$ cat config.mk
export PLATFORM = sky130hd
export DESIGN_NAME = mips_cpu_load_unit
export DESIGN_NICKNAME = d
export VERILOG_FILES = /design/src/rtl/mips_cpu_load_pkg.sv /design/src/rtl/mips_cpu_load_merge.sv /design/src/rtl/mips_cpu_load_unit.sv
export SDC_FILE = /design/constraint.sdc
export NUM_CORES = 1
export LEC_CHECK = 0
export CAP_MARGIN = 15
export CORE_MARGIN = 4
export CORE_UTILIZATION = 40
export DETAILED_ROUTE_END_ITERATION = 10
export MAX_ROUTING_LAYER = met4
export PLACE_DENSITY_LB_ADDON = 0.08
export SKIP_LAST_GASP = 1
export SLEW_MARGIN = 5
export SYNTH_ARGS = -nofsm -noshare
export SYNTH_HDL_FRONTEND = slang
export SYNTH_SLANG_ARGS = --single-unit
$ cat constraint.sdc
create_clock -name clk -period 2.05 [get_ports clk]
set_input_delay 0.41 -clock clk [delete_from_list [all_inputs] [get_ports clk]]
set_output_delay 0.41 -clock clk [all_outputs]
set_load 0.05 [all_outputs]
$ cat src/rtl/mips_cpu_load_pkg.sv
// Shared definitions for the MIPS load unit: opcodes, FSM states, error codes.
// No logic beyond a small misalignment helper used by the optional align check.
// Optional feature macro: MIPS_LOAD_ALIGN_CHECK_EN (see mips_cpu_load_unit).
package mips_cpu_load_pkg;

   localparam logic [5:0] OP_LB  = 6'b100000;
   localparam logic [5:0] OP_LH  = 6'b100001;
   localparam logic [5:0] OP_LWL = 6'b100010;
   localparam logic [5:0] OP_LW  = 6'b100011;
   localparam logic [5:0] OP_LBU = 6'b100100;
   localparam logic [5:0] OP_LHU = 6'b100101;
   localparam logic [5:0] OP_LWR = 6'b100110;

   localparam logic [1:0] ERR_NONE     = 2'd0;
   localparam logic [1:0] ERR_TIMEOUT  = 2'd1;
   localparam logic [1:0] ERR_MISALIGN = 2'd2;

   typedef enum logic [1:0] {
      IDLE = 2'd0,
      REQ  = 2'd1,
      RESP = 2'd2
   } load_state_t;

   // Halfword loads need an even address, LW needs a word-aligned address.
   function automatic logic is_misaligned(input logic [5:0] opcode, input logic [1:0] offset);
      return (((opcode == OP_LH) || (opcode == OP_LHU)) && offset[0]) ||
             ((opcode == OP_LW) && (offset != 2'b00));
   endfunction

endpackage

$ cat src/rtl/mips_cpu_load_merge.sv
// Byte-lane extraction, sign/zero extension and LWL/LWR merge of one read word.
// Latency: purely combinational.
// Backpressure: none; the caller samples the result when the read data is valid.
module mips_cpu_load_merge
   import mips_cpu_load_pkg::*;
#(
   parameter int MEM_LE_LANES = 1
) (
   input  logic [5:0]  opcode,
   input  logic [1:0]  offset,
   input  logic [31:0] readdata,
   input  logic [31:0] rt_data,
   output logic [31:0] merged
);

   // w holds {b0,b1,b2,b3}: byte at address offset 0 in the top lane.
   logic [31:0] w;
   logic [7:0]  byte_sel;
   logic [15:0] half_sel;

   assign w = (MEM_LE_LANES != 0) ?
              {readdata[7:0], readdata[15:8], readdata[23:16], readdata[31:24]} : readdata;

   // Select the addressed byte/halfword, then build the writeback word per opcode.
   always_comb begin
      merged   = w;
      byte_sel = w[31:24];
      case (offset)
         2'd0:    byte_sel = w[31:24];
         2'd1:    byte_sel = w[23:16];
         2'd2:    byte_sel = w[15:8];
         default: byte_sel = w[7:0];
      endcase
      half_sel = offset[1] ? w[15:0] : w[31:16];
      case (opcode)
         OP_LB:   merged = {{24{byte_sel[7]}}, byte_sel};
         OP_LBU:  merged = {24'd0, byte_sel};
         OP_LH:   merged = {{16{half_sel[15]}}, half_sel};
         OP_LHU:  merged = {16'd0, half_sel};
         OP_LWL: begin
            case (offset)
               2'd0:    merged = w;
               2'd1:    merged = {w[23:0], rt_data[7:0]};
               2'd2:    merged = {w[15:0], rt_data[15:0]};
               default: merged = {w[7:0], rt_data[23:0]};
            endcase
         end
         OP_LWR: begin
            case (offset)
               2'd0:    merged = {rt_data[31:8], w[31:24]};
               2'd1:    merged = {rt_data[31:16], w[31:16]};
               2'd2:    merged = {rt_data[31:24], w[31:8]};
               default: merged = w;
            endcase
         end
         default: merged = w;
      endcase
   end

endmodule

$ cat src/rtl/mips_cpu_load_unit.sv
// Multi-cycle load unit: accepts one load, issues one aligned read, returns the writeback value.
// Latency: accept edge T, mem_read in the cycle after T, out_valid from edge T+2 (+ wait cycles).
// Backpressure: mem_waitrequest stalls REQ (aborts after TIMEOUT_CYCLES); result held until out_ready.
// Optional: define MIPS_LOAD_ALIGN_CHECK_EN to reject misaligned LH/LHU/LW with out_err=2.
module mips_cpu_load_unit
   import mips_cpu_load_pkg::*;
#(
   parameter int ADDR_W         = 32,
   parameter int MEM_LE_LANES   = 1,
   parameter int TIMEOUT_CYCLES = 16
) (
   input  logic              clk,
   input  logic              reset,
   input  logic              in_valid,
   output logic              in_ready,
   input  logic [5:0]        in_opcode,
   input  logic [ADDR_W-1:0] in_address,
   input  logic [31:0]       in_rt_data,
   input  logic [4:0]        in_rt_idx,
   output logic              mem_read,
   output logic [ADDR_W-1:0] mem_address,
   input  logic              mem_waitrequest,
   input  logic [31:0]       mem_readdata,
   output logic              out_valid,
   input  logic              out_ready,
   output logic [31:0]       out_data,
   output logic [4:0]        out_rt_idx,
   output logic [1:0]        out_err
);

   localparam int TW = $clog2(TIMEOUT_CYCLES + 1);

   load_state_t   state;
   logic [5:0]    op_q;
   logic [1:0]    off_q;
   logic [31:0]   rt_q;
   logic [TW-1:0] tcount;
   logic [31:0]   merged;
   logic          accept;
   logic          misalign;

   assign in_ready = (state == IDLE) || ((state == RESP) && out_ready);
   assign accept   = in_valid && in_ready;

`ifdef MIPS_LOAD_ALIGN_CHECK_EN
   assign misalign = is_misaligned(in_opcode, in_address[1:0]);
`else
   assign misalign = 1'b0;
`endif

   mips_cpu_load_merge #(
      .MEM_LE_LANES (MEM_LE_LANES)
   ) u_merge (
      .opcode   (op_q),
      .offset   (off_q),
      .readdata (mem_readdata),
      .rt_data  (rt_q),
      .merged   (merged)
   );

   // FSM: inside REQ, mem_read high means the read is still outstanding; once the word
   // is captured mem_read drops and the following edge presents the result.
   always_ff @(posedge clk) begin
      if (reset) begin
         state       <= IDLE;
         op_q        <= '0;
         off_q       <= '0;
         rt_q        <= '0;
         tcount      <= '0;
         mem_read    <= 1'b0;
         mem_address <= '0;
         out_valid   <= 1'b0;
         out_data    <= '0;
         out_rt_idx  <= '0;
         out_err     <= ERR_NONE;
      end else begin
         case (state)
            REQ: begin
               if (mem_read) begin
                  if (!mem_waitrequest) begin
                     out_data <= merged;
                     mem_read <= 1'b0;
                  end else if (tcount == TW'(TIMEOUT_CYCLES - 1)) begin
                     mem_read  <= 1'b0;
                     state     <= RESP;
                     out_valid <= 1'b1;
                     out_data  <= rt_q;
                     out_err   <= ERR_TIMEOUT;
                  end else begin
                     tcount <= tcount + 1'b1;
                  end
               end else begin
                  state     <= RESP;
                  out_valid <= 1'b1;
               end
            end
            RESP: begin
               if (out_ready) begin
                  out_valid <= 1'b0;
                  state     <= IDLE;
               end
            end
            default: ;
         endcase

         // A new accept (from IDLE or back-to-back from RESP) overrides the above.
         if (accept) begin
            op_q       <= in_opcode;
            off_q      <= in_address[1:0];
            rt_q       <= in_rt_data;
            out_rt_idx <= in_rt_idx;
            out_err    <= ERR_NONE;
            if (misalign) begin
               state     <= RESP;
               out_valid <= 1'b1;
               out_data  <= in_rt_data;
               out_err   <= ERR_MISALIGN;
            end else begin
               state       <= REQ;
               mem_read    <= 1'b1;
               mem_address <= {in_address[ADDR_W-1:2], 2'b00};
               tcount      <= '0;
               out_valid   <= 1'b0;
            end
         end
      end
   end

endmodule

Yosys cells after proc, flatten, opt, wreduce, memory -nomap -nowiden
Index checks and enable logic that the tools add are counted.
{"block": "op_classes", "eq_ne": 18, "reduce_logical": 14, "bitwise_logic": 1, "addsub": 1, "muxes": 23}
{"op": "$pmux 32 s3", "count": 2}
{"op": "$pmux 32 s6", "count": 1}
{"op": "$mux 32", "count": 2}
{"op": "$eq 6x6->1 const B", "count": 6}
{"op": "$pmux 8 s3", "count": 1}
{"op": "$mux 16", "count": 1}
{"op": "$reduce_and 4->1", "count": 4}
{"op": "$mux 1", "count": 10}
{"op": "$ne 3x3->1 const B", "count": 3}
{"op": "$mux 2", "count": 4}
{"op": "$ne 4x4->1 const B", "count": 2}
{"op": "$add 5x1->5 const B", "count": 1}
{"op": "$eq 5x4->1 const B", "count": 1}
{"op": "$eq 2x1->1 const B", "count": 2}
{"op": "$eq 2x2->1 const B", "count": 2}
{"op": "$logic_not 2->1", "count": 2}
{"op": "$pmux 2 s2", "count": 1}
{"op": "$reduce_bool 2->1", "count": 2}
{"op": "$reduce_and 3->1", "count": 1}
{"op": "$reduce_bool 3->1", "count": 1}
{"op": "$logic_and 1x1->1", "count": 2}
{"op": "$ne 2x1->1 const B", "count": 1}
{"op": "$ne 2x2->1 const B", "count": 1}
{"op": "$pmux 1 s2", "count": 1}
{"op": "3 further kinds", "count": 3}
{"block": "totals", "register_bits": 117, "wordCells": 69, "out_inout_bits": 74, "inputBits": 112}

Logic depth before layout (Yosys ltp)
Gate-level depths: netlist of the first run.
{"block": "logic_depth", "word_depth": 6, "depth_mapped": 10, "ltp_nobuf": 8}

Modules after synthesis
From an unflattened synthesis of the first run, not the netlist that was laid out.
{"block": "hier_totals", "hier_cells": 773, "area_unflattened_um2": 6746.5}
{"mod": "mips_cpu_load_unit", "area_per_inst_um2": 4768.3, "cells_per_inst": 544, "n_inst": 1, "seq_area_each_um2": 2322.2}
{"mod": "mips_cpu_load_merge", "area_per_inst_um2": 1978.1, "cells_per_inst": 229, "n_inst": 1, "seq_area_each_um2": 0.0}

Worst setup path before layout of the first run
Ideal clock, no wire load.
{"block": "synth_path", "path_kind": "register -> register", "from": "register state[1]", "to": "register rt_q[15]", "arrival_ns": 2.346, "synth_period_minus_slack_ns": 2.416, "n_path_buf": 2, "required_ns": 1.980, "path_stages_with_launch": 7, "path_slack_ns": -0.366, "path_cell_list": "dfxtp_1 > a21oi_1 > and2_1 > clkbuf_1 > clkbuf_1 > nand2_1 > a21oi_1"}
{"block": "synth_via", "elab_chain_cells": 4, "elab_cells_between_ends": 5, "classes_between": "eq/ne (1); reduce/logical (4)"}
{"element": "from (decl)", "line": "mips_cpu_load_unit.sv:33", "rtl": "load_state_t state;"}
{"element": "from (signal assigned)", "line": "mips_cpu_load_unit.sv:65", "rtl": "state <= IDLE;"}
{"element": "from (signal assigned)", "line": "mips_cpu_load_unit.sv:85", "rtl": "state <= RESP;"}
{"element": "from (signal assigned)", "line": "mips_cpu_load_unit.sv:93", "rtl": "state <= RESP;"}
{"element": "$eq 2x2->1", "line": "mips_cpu_load_unit.sv:42", "rtl": "assign in_ready = (state == IDLE) || ((state == RESP) && out_ready);"}
{"element": "$logic_and 1x1->1", "line": "mips_cpu_load_unit.sv:42"}
{"element": "$logic_or 1x1->1 (*)", "line": "mips_cpu_load_unit.sv:42"}
{"element": "named net in_ready", "line": "mips_cpu_load_unit.sv:15", "rtl": "output logic in_ready,"}
{"element": "$logic_and 1x1->1 (*)", "line": "mips_cpu_load_unit.sv:43", "rtl": "assign accept = in_valid && in_ready;"}
{"element": "to (signal assigned)", "line": "mips_cpu_load_unit.sv:110", "rtl": "rt_q <= in_rt_data;"}
{"element": "to (decl)", "line": "mips_cpu_load_unit.sv:36", "rtl": "logic [31:0] rt_q;"}
Mark *: on every way through the listed nets, which the timed path passes. The rest lies on a longest branch.
A chain may end at the register's enable or synchronous reset.

Worst setup path after layout of the first run
{"block": "layout_path", "from": "register out_data[6]", "to": "output out_data[6]"}
{"element": "from (decl)", "line": "mips_cpu_load_unit.sv:26", "rtl": "output logic [31:0] out_data,"}
{"element": "from (signal assigned)", "line": "mips_cpu_load_unit.sv:81", "rtl": "out_data <= merged;"}
{"element": "from (signal assigned)", "line": "mips_cpu_load_unit.sv:87", "rtl": "out_data <= rt_q;"}
{"element": "from (signal assigned)", "line": "mips_cpu_load_unit.sv:116", "rtl": "out_data <= in_rt_data;"}
No word-level cell between the ends.

==> metrics.yaml, run 1 <==
status: "completed"
synthFlopType: "dfxtp_1"
relSlewSlack_pct: 62.1
areaGrowthSynthToFinish_pct: 55.7
hold_viol: 0
dieArea_um2: 17300
synthTopCellsByCount: "209 x nand2_1, 116 x dfxtp_1, 99 x a21oi_1"
dr_total_vias: 6752
synthMostInstantiatedCell: "nand2_1"
period_needed_ns: 2.01
reg2reg_from: "off_q[0]$_SDFFE_PP0P_"
leakage_nw: 3.47
path_class: "flip-flop to output pin"
syn_area_um2: 6120
timing.final.ws_setup_ns: 0.0394
grt_pass1_wl_um: 37400
grt_util_all_layers_pct: 27.6
reg2reg_depth: 7
port-buffer-count: 182
hpwlAfterDp_um: 17200
reg2reg_slack_ns: 0.08
hold_class: "input pin to flip-flop"
combPwrFrac_pct: 21.1
p_int_mw: 5.06
syn_area_per_cell_um2: 8.17
io_pins: 186
grt_overflow: 0
rsz0062_at_grt: "yes"
stdcell_count: 1183
rr_endpoint: "out_data[5]$_SDFFE_PP0P_"
final_max_slew_viol_count: 0
worstMarginPinSlew_ns: 0.568
ys_top_cells_by_area: "dfxtp_1 38%, nand2_1 13%, a21oi_1 8.1%"
finClkSkew_ns: 0.00817
cts_buffers: 17
maxCapViolCount: 0
cp_num_buf_inv: 1
cts_max_path_buffers: 2
fp.dieH_um: 132
start_kind: "flip-flop"
ir_drop_uv: 728
yosysWarnings: 0
nNetsFinal: 1100
diodes: 0
core_area_um2: 14800
drive_gt1_share_pct: 18.8
ant_nets: 0
yosysTopAreaCellShare_pct: 38.0
cp.arrival_ns: 1.60
startpoint: "out_data[6]$_SDFFE_PP0P_"
cts_tree: "yes"
row_count: 44
finalCritPeriodShare_pct: 98.1
endpoint: "out_data[6]"
htree_levels: 4
drt-total-wl_um: 23700
crit_family: "buffers and inverters"
die_x_um: 132
syn_inst: 749
clk_latency_ns: 0.41
async_flop_share_pct: 0
dr.first_iter.drc_count: 665
worstPathCellList: "clkdlybuf4s50_1"
cts.sinks: 116
viasPerCell: 5.71
critPathSlowestCell: "clkdlybuf4s50_1"
seq_area_frac_synth_pct: 38.0
grt_max_degree: 61
grt_antenna_before_repair: 0
seq_power_share_pct: 34.9
grt_pass1_vias: 6786
dp.cells: 1143
cp.required_ns: 1.64
dpl_worst_slack_ns: -0.287
start_util_pct: 41.5
place.gp.congestion: 0.878
final-setup-viol-count: 0
fmax_ghz: 0.497
clk_pin_slew_ns: 0.05
end_kind: "output pin"
clkPwrFrac_pct: 44.0
switching_share_pct: 28.9
ys_seq_elements: 116
drcViolationCount: 0
cp_max_fo: 2
slowest_delay_ns: 0.83
wl_per_cell_um: 20.0
synth_edf_count: 0
cp.depth: 1
ys_types: 52
powerDensity_nw_per_um2: 747
drt_first_pass_iters: 6
synth_top_area_cell: "dfxtp_1"
hold_buffers: 0
switchingPower_mw: 2.05
root_buffer: "clkbuf_16"
## final cells by class
cell class              count  area, um^2
flip-flops and latches    116        2330
multi-input cells         566        3600
well taps                 184         230
inverters                  10        37.5
fillers                  1241        5230
clock buffers              19         453
clock inverters            13         173
repair buffers            275        2700
## layer usage
| metal | track usage (%) | share of wire [%] | vias up |
|---|---|---|---|
| met4 | 9.74 | 3.6 | 0 |
| li1 | - | - | 3178 |
| met3 | 6.19 | 7.1 | 52 |
| met5 | - | 0 | - |
| met1 | 33.2 | 40 | 3210 |
| met2 | 45.8 | 49 | 312 |
## layout by cell type, fill, tap and decap left out, types with 9 or more instances in the layout
cell type        Yosys  final
buf_4                4     82
clkbuf_16            0     17
a221oi_1            22     22
mux4_2              17     17
dfxtp_1            116    110
nor2b_1             11     10
a22o_1               9      9
a21oi_1             99     98
mux2i_1             38     35
nand2_1            209    208
buf_12               0     12
clkdlybuf4s50_1      0    173
o21ai_0             51     49
inv_1               10     10
nor2_1              22     19
## registers in the layout, indices dropped and copies added (netlist names)
name and count:
out_rt_idx 5, off_q 2, mem_read 1, state 2, out_data 32, mem_address 30
op_q 6, rt_q 32, out_err 1, tcount 5
## kinds of logic after synthesis
family                   Yosys count  synth area share, %
AO/OA/AOI/OAI                    230                 24.6
XOR/XNOR                           3                0.430
adder cells (fa/ha/maj)            2                0.409
buffers and inverters             69                 4.91
flip-flops                       116                 38.0
multiplexers                      56                 12.7
other                              1               0.0613
AND/OR/NAND/NOR                  272                 19.0
## through the flow
step	cell area [um^2]	hold WS (ns)	setup TNS [ns]	total power [mW]	utilization, %
6_report	9520	0.326	0	7.11	64.6
5_1_grt	9520	0.325	-0.0493	7.37	64.6
4_1_cts	9460	0.307	0	7.14	64.1
3_5_place_dp	8710	0.446	-3.36	3.98	59.0
3_3_place_gp	8710	0.436	-2.74	3.95	59.0
2_1_floorplan	6140	0.443	0	3.27	-
## power by group through the flow
| stage | clock network [mW] | registers, mW | logic, mW |
|---|---|---|---|
| 2_1_floorplan | 0 | 2.70 | 0.569 |
| 3_3_place_gp | 0 | 2.52 | 1.44 |
| 3_5_place_dp | 0 | 2.52 | 1.45 |
| 4_1_cts | 3.18 | 2.48 | 1.49 |
| 5_1_grt | 3.28 | 2.49 | 1.59 |
| 6_report | 3.13 | 2.48 | 1.50 |
## worst min path at each step
stage                                        start                         to  cells after the start
after CTS                                    reset  out_data[23]$_SDFFE_PP0P_                      2
after global placement    out_data[5]$_SDFFE_PP0P_   out_data[5]$_SDFFE_PP0P_                      2
final                                        reset  out_data[26]$_SDFFE_PP0P_                      2
after global routing                         reset  out_data[23]$_SDFFE_PP0P_                      2
after detailed placement  out_data[5]$_SDFFE_PP0P_   out_data[5]$_SDFFE_PP0P_                      2
after floorplan               rt_q[0]$_SDFFE_PP0P_       rt_q[0]$_SDFFE_PP0P_                      2
## timing repair
| item | in CTS | in global routing |
|---|---|---|
| hold endpoints to repair | 0 | 0 |
| pin swaps | 2 | 6 |
| gates cloned | 2 | 0 |
| setup buffers | 5 | 1 |
| gates resized for setup | 14 | 21 |
| endpoints found under the setup margin | 16 | 28 |
No activity file was read; power rests on OpenSTA's default activity.
==> run 2: changes to the inputs <==
--- a/config.mk
+++ b/config.mk
@@ -5,12 +5,14 @@
 export SDC_FILE = /design/constraint.sdc
 export NUM_CORES = 1
 export LEC_CHECK = 0
+export ABC_CLOCK_PERIOD_IN_PS = 2050
 export CAP_MARGIN = 15
 export CORE_MARGIN = 4
 export CORE_UTILIZATION = 40
 export DETAILED_ROUTE_END_ITERATION = 10
 export MAX_ROUTING_LAYER = met4
 export PLACE_DENSITY_LB_ADDON = 0.08
+export SKIP_CTS_REPAIR_TIMING = 1
 export SKIP_LAST_GASP = 1
 export SLEW_MARGIN = 5
 export SYNTH_ARGS = -nofsm -noshare
==> metrics.yaml, run 2 (synthesized netlist as in run 1, its figures left out) <==
status: "completed"
total_power_mw: 7.13
slowest_delay_ns: 0.82
layout_common_cells: "207 x nand2_1, 173 x clkdlybuf4s50_1, 110 x dfxtp_1"
reg2reg_slack_ns: 0.06
row_count: 44
finClkSkew_ns: 0.00811
dr.first_iter.drc_count: 736
hpwlAfterDp_um: 17200
ant_nets: 0
final_common_cell: "nand2_1"
reg2reg_depth: 10
die_x_um: 132
timing.final.ws_setup_ns: 0.0413
cp.required_ns: 1.64
cts.sinks: 116
fmax_ghz: 0.498
grt_max_degree: 61
final_area_um2: 9610
dr_wl_met3_um: 1660
cp_max_fo: 2
wl_per_cell_um: 20.1
min_to: "out_data[23]$_SDFFE_PP0P_"
hold_viol: 0
cp.arrival_ns: 1.60
cts_tree: "yes"
fp.dieH_um: 132
ff_latch_area_um2: 2330
crit_family: "buffers and inverters"
final-setup-viol-count: 0
htree_levels: 4
start_kind: "flip-flop"
leakage_nw: 3.50
num-fill-cells: 1231
reg2reg_from: "tcount[0]$_SDFFE_PP0P_"
hold_class: "input pin to flip-flop"
dieArea_um2: 17300
ir_drop_uv: 723
start_util_pct: 41.5
port-buffer-count: 182
dpl_worst_slack_ns: -0.287
hold_depth: 2
top_layer: "met4"
period_needed_ns: 2.01
cp_num_buf_inv: 1
grt_antenna_before_repair: 0
drive_gt1_share_pct: 19.5
cts_buffers: 17
end_kind: "output pin"
viasPerCell: 5.73
io_pins: 186
rr_endpoint: "out_data[3]$_SDFFE_PP0P_"
dr_total_vias: 6818
root_buffer: "clkbuf_16"
critPathSlowestCell: "clkdlybuf4s50_1"
diodes: 0
place.gp.congestion: 0.878
drt_first_pass_iters: 6
multiInputGateArea_um2: 3640
routed-wl-met2_um: 11800
clk_pin_slew_ns: 0.06
drcViolationCount: 0
nNetsFinal: 1106
cts_max_path_buffers: 2
grt_pass1_wl_um: 36800
drt-total-wl_um: 23900
utilization_pct: 65.1
maxCapViolCount: 0
worstPathCellList: "clkdlybuf4s50_1"
clk_latency_ns: 0.41
finalCritPeriodShare_pct: 98.0
areaGrowthSynthToFinish_pct: 57.1
rsz0062_at_grt: "yes"
postPlaceCellArea_um2: 8710
grt_overflow: 0
powerDensity_nw_per_um2: 742
reg_top3: "out_data (32), rt_q (32), mem_address (30)"
whs_ns: 0.327
core_area_um2: 14800
grt_pass1_vias: 6759
path_class: "flip-flop to output pin"
final_max_slew_viol_count: 0
grt_util_all_layers_pct: 27.1
met1Wirelength_um: 9680
worstHoldStart: "reset"
worstMarginPinSlew_ns: 0.581
relSlewSlack_pct: 61.2
==> run 2: changes by cell type in the layout (fill, tap and decap cells not counted), sizes merged <==
cell and delta:
bufbuf -1, buf +6, clkbuf +1
==> run 2: worst max path at each step <==
stage / start / end / cells after the start
after floorplan: tcount[0]$_SDFFE_PP0P_ / out_data[26]$_SDFFE_PP0P_ / 10
after global placement: mem_readdata[15] / out_data[15]$_SDFFE_PP0P_ / 7
after detailed placement: mem_readdata[15] / out_data[14]$_SDFFE_PP0P_ / 6
after CTS: tcount[0]$_SDFFE_PP0P_ / out_data[6]$_SDFFE_PP0P_ / 9
after global routing: off_q[0]$_SDFFE_PP0P_ / out_data[0]$_SDFFE_PP0P_ / 7
final: out_data[17]$_SDFFE_PP0P_ / out_data[17] / 1
==> run 2: area by class of cell <==
| type | instances | share of cell area [%] |
|---|---|---|
| Timing Repair Buffer | 281 | 28.6 |
| Clock buffer | 19 | 4.71 |
| Inverter | 10 | 0.391 |
| Multi-Input combinational cell | 566 | 37.9 |
| Tap cell | 184 | 2.40 |
| Clock inverter | 13 | 1.80 |
| Sequential cell | 116 | 24.3 |
==> run 2: report_power, final <==
group | internal, mW | switching, mW | total, mW | leakage, nW
clock network | 2.00 | 1.13 | 3.13 | 0.305
registers | 2.37 | 0.108 | 2.48 | 0.950
logic | 0.694 | 0.820 | 1.51 | 2.24
total | 5.06 | 2.06 | 7.13 | 3.50
==> run 2: per-stage QoR <==
| stage | std cells | TNS, ns |
|---|---|---|
| 2_1_floorplan | 751 | 0 |
| 3_3_place_gp | 1143 | -2.74 |
| 3_5_place_dp | 1143 | -3.36 |
| 4_1_cts | 1175 | -0.620 |
| 5_1_grt | 1189 | -0.0585 |
| 6_report | 1189 | 0 |
==> run 2: layer usage <==
metal | up-vias | GRT usage (%)
met5 | - | -
li1 | 3188 | -
met4 | 0 | 9.86
met3 | 54 | 6.96
met1 | 3267 | 31.9
met2 | 309 | 44.9
==> run 3: changes to the inputs <==
--- a/config.mk
+++ b/config.mk
@@ -5,10 +5,10 @@
 export SDC_FILE = /design/constraint.sdc
 export NUM_CORES = 1
 export LEC_CHECK = 0
-export ABC_CLOCK_PERIOD_IN_PS = 2050
+export ABC_CLOCK_PERIOD_IN_PS = 2300
 export CAP_MARGIN = 15
 export CORE_MARGIN = 4
-export CORE_UTILIZATION = 40
+export CORE_UTILIZATION = 48
 export DETAILED_ROUTE_END_ITERATION = 10
 export MAX_ROUTING_LAYER = met4
 export PLACE_DENSITY_LB_ADDON = 0.08
==> constraint.sdc (replaced) <==
create_clock -name clk -period 2.3 [get_ports clk]
set_input_delay 0.46 -clock clk [delete_from_list [all_inputs] [get_ports clk]]
set_output_delay 0.46 -clock clk [all_outputs]
set_load 0.05 [all_outputs]
==> metrics.yaml, run 3 (synthesized netlist as in run 1, its figures left out) <==
final-setup-viol-count: 0
dieArea_um2: 14600
leakage_nw: 3.16
combPwrFrac_pct: 19.1
path_class: "flip-flop to flip-flop"
fmax_ghz: 0.457
finalCritPeriodShare_pct: 95.1
cp_max_fo: 10
whs_ns: 0.446
cts.sinks: 116
reg_top3: "out_data (32), rt_q (32), mem_address (30)"
final_common_cell: "nand2_1"
root_buffer: "clkbuf_16"
drt_first_pass_iters: 5
slowest_delay_ns: 0.36
dr_total_vias: 6779
reg2reg_depth: 10
layout_common_cells: "207 x nand2_1, 180 x clkdlybuf4s50_1, 114 x dfxtp_1"
hold_class: "flip-flop to flip-flop"
drive_gt1_share_pct: 12.9
switchingPower_mw: 1.77
drt-total-wl_um: 22600
hpwlAfterDp_um: 16000
place.gp.congestion: 0.963
grt_util_all_layers_pct: 31.0
cts_max_path_buffers: 2
relSlewSlack_pct: 26.4
grt_max_degree: 63
switching_share_pct: 27.3
htree_levels: 4
drcViolationCount: 0
fp.dieH_um: 121
period_needed_ns: 2.19
clkPwrFrac_pct: 46.7
ant_nets: 0
rsz0062_at_grt: "yes"
cts_tree: "yes"
diodes: 0
finClkSkew_ns: 0.00886
clk_latency_ns: 0.41
grt_pass1_vias: 6890
die_x_um: 121
hold_depth: 2
areaGrowthSynthToFinish_pct: 48.0
grt_pass1_wl_um: 34900
worstMarginPinSlew_ns: 1.09
end_kind: "flip-flop"
hold_viol: 0
io_pins: 186
p_int_mw: 4.71
cp.required_ns: 2.64
powerDensity_nw_per_um2: 715
core_area_um2: 12300
start_kind: "flip-flop"
critPathSlowestCell: "dfxtp_1"
status: "completed"
viasPerCell: 6.05
cts_buffers: 17
grt_overflow: 0
cpMostUsedCell: "ha_1"
total_power_mw: 6.48
utilization_pct: 73.8
maxCapViolCount: 0
grt_antenna_before_repair: 0
clk_pin_slew_ns: 0.06
port-buffer-count: 182
start_util_pct: 49.9
nNetsFinal: 1054
cp.arrival_ns: 2.52
worstPathCellList: "ha_1 > and3_1 > ha_1 > nand2b_1 > buf_4 > nand2_1 > nor3b_4 > clkbuf_4 > o2111ai_1 > o211ai_1"
dr.first_iter.drc_count: 745
row_count: 40
wl_per_cell_um: 20.1
final_max_slew_viol_count: 0
ir_drop_uv: 672
seq_power_share_pct: 34.2
[run 3: stage by stage]
stage               cell area [um^2]  instances  setup TNS, ns  setup WS (ns)
floorplan                       6130        751              0          0.121
global placement                8340       1088         -0.807        -0.0693
detailed placement              8340       1088          -1.69         -0.175
CTS                             9020       1120          -2.11         -0.196
global route                    9050       1121        -0.0265       -0.00925
finish                          9050       1121              0          0.113
[run 3: routing by layer]
layer	global-route usage (%)	vias to the layer above	part of all wire (%)
met5	-	-	0
met4	12.1	0	2.9
met3	7.74	62	8.1
met2	51.8	387	49
met1	35.9	3243	39
li1	-	3087	-
[run 3: cell type report]
class,count,area [um^2]
Multi-Input combinational cell,566,3530
Clock buffer,22,484
Sequential cell,116,2320
Tap cell,168,210
Fill cell,939,3210
Inverter,10,37.5
Clock inverter,10,194
Timing Repair Buffer,229,2270
[run 3: worst max-delay path, delay by kind of cell, from the launching register on]
family | cells | cell delay, ns
compound gates | 2 | 0.27
fa+ha+maj | 2 | 0.33
buf+inv | 2 | 0.42
flops | 1 | 0.36
simple gates | 4 | 0.73
[run 3: power by group through the flow]
stage	clock, mW	sequential [mW]	combinational [mW]
6_report	3.03	2.21	1.24
5_1_grt	3.15	2.22	1.31
4_1_cts	3.03	2.21	1.22
3_5_place_dp	0	2.25	1.21
3_3_place_gp	0	2.24	1.19
2_1_floorplan	0	2.41	0.505
[run 3: worst paths after layout]
| kind | slack, ns | end | startpoint |
|---|---|---|---|
| max | 0.11 | out_data[6]$_SDFFE_PP0P_ | tcount[1]$_SDFFE_PP0P_ |
| min reg2reg | 0.45 | out_data[5]$_SDFFE_PP0P_ | out_data[5]$_SDFFE_PP0P_ |
| max reg2reg | 0.11 | out_data[6]$_SDFFE_PP0P_ | tcount[1]$_SDFFE_PP0P_ |
| min | 0.45 | out_data[5]$_SDFFE_PP0P_ | out_data[5]$_SDFFE_PP0P_ |
==> patch 1 (flow settings as in run 3) <==
Encoding of `load_state_t`: now one-hot (3 bits for 3 states).
--- a/src/rtl/mips_cpu_load_pkg.sv
+++ b/src/rtl/mips_cpu_load_pkg.sv
@@ -17,6 +17,6 @@
 
-   typedef enum logic [1:0] {
-      IDLE = 2'd0,
-      REQ  = 2'd1,
-      RESP = 2'd2
+   typedef enum logic [2:0] {
+      IDLE = 3'b001,
+      REQ  = 3'b010,
+      RESP = 3'b100
    } load_state_t;
Function: same outputs for any inputs over 4 cycles, from zero or initial values and one cycle with reset high; so few cycles prove little.
==> patch 1 against run 3 <==
Global-route usage shrank 3.6 points; largest cell class unchanged; worst setup slack gained 0.041 ns; hold slack gained 0.0048 ns; sequential share of layout area shrank 0.76 points; first-iteration DRC count shrank 27%; sequential cell count grew 1; area after synthesis grew 6.6%; critical path type is now flip-flop to output pin; critical path depth shrank 9; power shrank 1.9%; design area grew 3.9%; clock skew is essentially flat; routed wire length shrank 6.4%.
==> patch 1: results (changes against run 3) <==
stage	metric	value	unit	change
routing	met2_wirelength	10200	um	-9.0%
synth	syn_avg_cell_area	7.69	um^2	-5.8%
min_path	worstHoldEndpoint	out_rt_idx[4]$_SDFFE_PP0P_		
power	leakage	0.00338	uW	+6.9%
min_path	holdCritStartpoint	out_rt_idx[4]$_SDFFE_PP0P_		
routing	drt-initial-drc-count	545		-27%
global_route	global_route.usage.met1	0.338		-0.0214
synth	synth_top_cells_by_area	sky130_fd_sc_hd__dfxtp_1 36%, sky130_fd_sc_hd__nand2_1 11%, sky130_fd_sc_hd__a21oi_1 8.8%		
placed_design	gpl.final_weighted_congestion	0.898		-6.8%
run_status	status	finished clean		
critical_path	critPathMaxFanout	2		-8
final_layout	final-instance-count-excl-fill	1219		+8.7%
routing	wl_met1	9000	um	+1.1%
timing	holdWs	0.451	ns	+0.00476 ns
placed_design	placement.setup.worst_slack	-0.0898	ns	+0.0851 ns
critical_path	reg2regPathDepth	9		-1
placed_design	hpwlAfterDp	14700	um	-7.5%
critical_path	flop_to_flop_setup_slack	0.16	ns	+0.05 ns
critical_path	reg2reg_to	out_data[25]$_SDFFE_PP0P_		
critical_path	cp_data_arrival_time	1.69	ns	-0.83 ns
final_layout	post_layout_net_count	1144		+8.5%
critical_path	worst_r2r_startpoint	tcount[0]$_SDFFE_PP0P_		
global_route	grt_max_degree	62		-1.6%
routing	wl_met3	1430	um	-22%
critical_path	worstSetupStartpoint	out_data[11]$_SDFFE_PP0P_		
global_route	grt_pass1_vias	6756		-1.9%
critical_path	timing_worst_setup_path_type	flip-flop to output pin		
timing	min_clock_period_post_route	2.15	ns	-0.0406 ns
routing	detail_route.wl_per_cell	17.3	um	-14%
global_route	globalRouteMet2Util	0.440		-0.0787
patch 1: cell types whose count changed after synthesis, sizes merged, moves of 10 or more:
| cell | run 3 | this run |
|---|---|---|
| a221oi | 30 | 0 |
| o311a | 0 | 18 |
| o21ai | 55 | 14 |
| buf | 19 | 35 |
| nor2 | 22 | 46 |
| a21oi | 99 | 116 |
| nor3 | 7 | 32 |
| nor2b | 12 | 25 |
| mux4 | 17 | 2 |
| mux2 | 1 | 16 |
| nand2b | 1 | 21 |
| a211oi | 2 | 37 |
| nand2 | 209 | 199 |
patch 1: final cells by class:
cell class	instances	area, um^2
Timing Repair Buffer	235	2350
Multi-Input combinational cell	647	3820
Clock buffer	19	453
Tap cell	176	220
Fill cell	1089	3880
Sequential cell	117	2340
Clock inverter	13	180
Inverter	12	45.0
patch 1: kinds of logic after synthesis:
group / synth area share
flip-flops: 0.359
buffers and inverters: 0.0585
XOR/XNOR: 0.00403
adder cells (fa/ha/maj): 0.00384
other: 0.000575
AO/OA/AOI/OAI: 0.241
AND/OR/NAND/NOR: 0.244
multiplexers: 0.0883
patch 1: where the power goes:
group / switching [uW] / leakage, uW / internal [uW]
Sequential: 90.5 / 0.000954 / 2130
Combinational: 734 / 0.00212 / 553
Clock: 982 / 0.000305 / 1860
Total: 1810 / 0.00338 / 4550
patch 1: how the worst max path moves through the flow:
stage / end / depth (start not counted)
floorplan: in_ready / 2
global placement: out_data[26]$_SDFFE_PP0P_ / 7
detailed placement: out_data[25]$_SDFFE_PP0P_ / 9
CTS: out_data[25]$_SDFFE_PP0P_ / 9
global route: out_data[24]$_SDFFE_PP0P_ / 9
finish: out_data[11] / 1
patch 1: worst min-delay path: cells and delay by family (launching register included):
family          cells  cell delay, ns
compound gates      1            0.05
simple gates        1            0.05
flops               1            0.30
==> patch 2 (settings of run 3) <==
Without the edit above. Build with the macro `MIPS_LOAD_ALIGN_CHECK_EN` defined.
--- a/src/rtl/mips_cpu_load_unit.sv
+++ b/src/rtl/mips_cpu_load_unit.sv
@@ -4,2 +4,4 @@
 // Optional: define MIPS_LOAD_ALIGN_CHECK_EN to reject misaligned LH/LHU/LW with out_err=2.
+`define MIPS_LOAD_ALIGN_CHECK_EN
+
 module mips_cpu_load_unit
Behaviour: not the same (a bounded check fails within 4 cycles, from zero or initial values and one cycle with reset high).
==> patch 2 against run 3 <==
Count of clock-buffer cells in the layout down 4; fmax increased by 2.5%; global-route usage fell by 0.62 points; worst setup slack better by 0.053 ns; hold slack improved by 0.0039 ns; critical path type is now flip-flop to output pin; highest routed layer unchanged; core utilization is 4.8 points lower; combinational power is 19% higher; routed wire length is 19% higher; design area increased by 16%; first-iteration DRC count grew 4.4%; area after synthesis increased by 23%; power decreased by 0.32%; sequential cell count grew 1; critical path depth is 9 lower.
==> patch 2: results (changes against run 3) <==
stage	metric	value	unit	change
critical_path	flop_to_flop_setup_slack	0.20	ns	+0.09 ns
placed_design	gpl.final_weighted_congestion	1.03		+6.9%
placed_design	buffer_ports.inserted	183		+0.55%
power	leakage	0.00381	uW	+21%
placed_design	placement.setup.worst_slack	-0.00939	ns	+0.165 ns
timing	timing.clock.skew	0.0118	ns	+0.00289 ns
routing	wl_met1	11600	um	+30%
routing	detail_route.wl_per_cell	19.2	um	-4.6%
synth	post_synthesis_share_of_cell_area_spent_on_full_adders_half_adders_and_majority_gates	0.00167		-0.00243
run_status	status	finished clean		
global_route	grt_max_degree	47		-25%
critical_path	reg2reg_to	out_data[10]$_SDFF_PP0_		
min_path	holdCritStartpoint	reset		
timing	timing.max_slew.rel_slack	0.550		+0.286
synth	synth.yosys.seq_area_share	0.312		-0.0679
synth	synth-xor-area-share	0.00117		-0.00313
critical_path	cp_slowest_stage_delay	0.85	ns	+0.49 ns
synth	synth_compound_area_frac	0.264		+0.0182
routing	met2_wirelength	12400	um	+11%
synth	post_synth_most_frequent_cells	203 x sky130_fd_sc_hd__nand2_1, 148 x sky130_fd_sc_hd__a21oi_1, 117 x sky130_fd_sc_hd__dfxtp_1, 60 x sky130_fd_sc_hd__mux2i_1, 41 x sky130_fd_sc_hd__clkbuf_1		
timing	min_period_over_period	0.928		-0.0232
critical_path	crit_path_top_delay_cell	sky130_fd_sc_hd__clkdlybuf4s50_1		
critical_path	critPathMaxFanout	5		-5
final_layout	ratio_of_cells_with_drive_above_1_in_the_final_layout	0.146		+0.0172
critical_path	reg2regPathDepth	5		-5
global_route	grt_pass1_wl	42200	um	+21%
## patch 2: changes by cell type in the layout (fill, tap and decap cells not counted), moves of 16 or more
cell / run 3 / this run
sky130_fd_sc_hd__and2_1: 0 / 16
sky130_fd_sc_hd__a21oi_1: 98 / 148
sky130_fd_sc_hd__o22ai_1: 0 / 18
sky130_fd_sc_hd__a31oi_1: 0 / 17
sky130_fd_sc_hd__nand3_1: 4 / 37
sky130_fd_sc_hd__buf_4: 39 / 71
sky130_fd_sc_hd__a221oi_1: 22 / 6
sky130_fd_sc_hd__o21ai_0: 51 / 35
sky130_fd_sc_hd__and3_1: 1 / 21
sky130_fd_sc_hd__nor2_1: 20 / 38
sky130_fd_sc_hd__mux2i_1: 38 / 60
## patch 2: final cells by class
class	count	area, um^2	share of cell area
clock inverter	14	176	0.0168
clock buffer	18	429	0.0408
inverter	1	3.75	0.000357
tap	211	264	0.0251
timing repair buffer	265	2620	0.248
sequential	117	2340	0.223
multi-input combinational	768	4690	0.446
## patch 2: worst register-to-register path: cells and delay by family, from the launching register on
kind	cells	cell delay, ns
AOI/OAI and AO/OA	3	0.87
DFF	1	0.35
and+or+nand+nor	2	0.75
## patch 2: worst max-delay path by stage
| stage | startpoint | to | cells past startpoint |
|---|---|---|---|
| after floorplan | out_valid$_SDFFE_PP0P_ | in_ready | 2 |
| after global routing | out_valid$_SDFFE_PP0P_ | out_valid | 1 |
| after detailed placement | mem_readdata[7] | out_data[10]$_SDFF_PP0_ | 6 |
| after CTS | out_valid$_SDFFE_PP0P_ | out_valid | 1 |
| after global placement | mem_readdata[7] | out_data[10]$_SDFF_PP0_ | 6 |
| final | out_valid$_SDFFE_PP0P_ | out_valid | 1 |
## patch 2: power breakdown
part,internal (uW),switching (uW)
clock network,1710,1040
registers,2130,98.9
logic,641,832
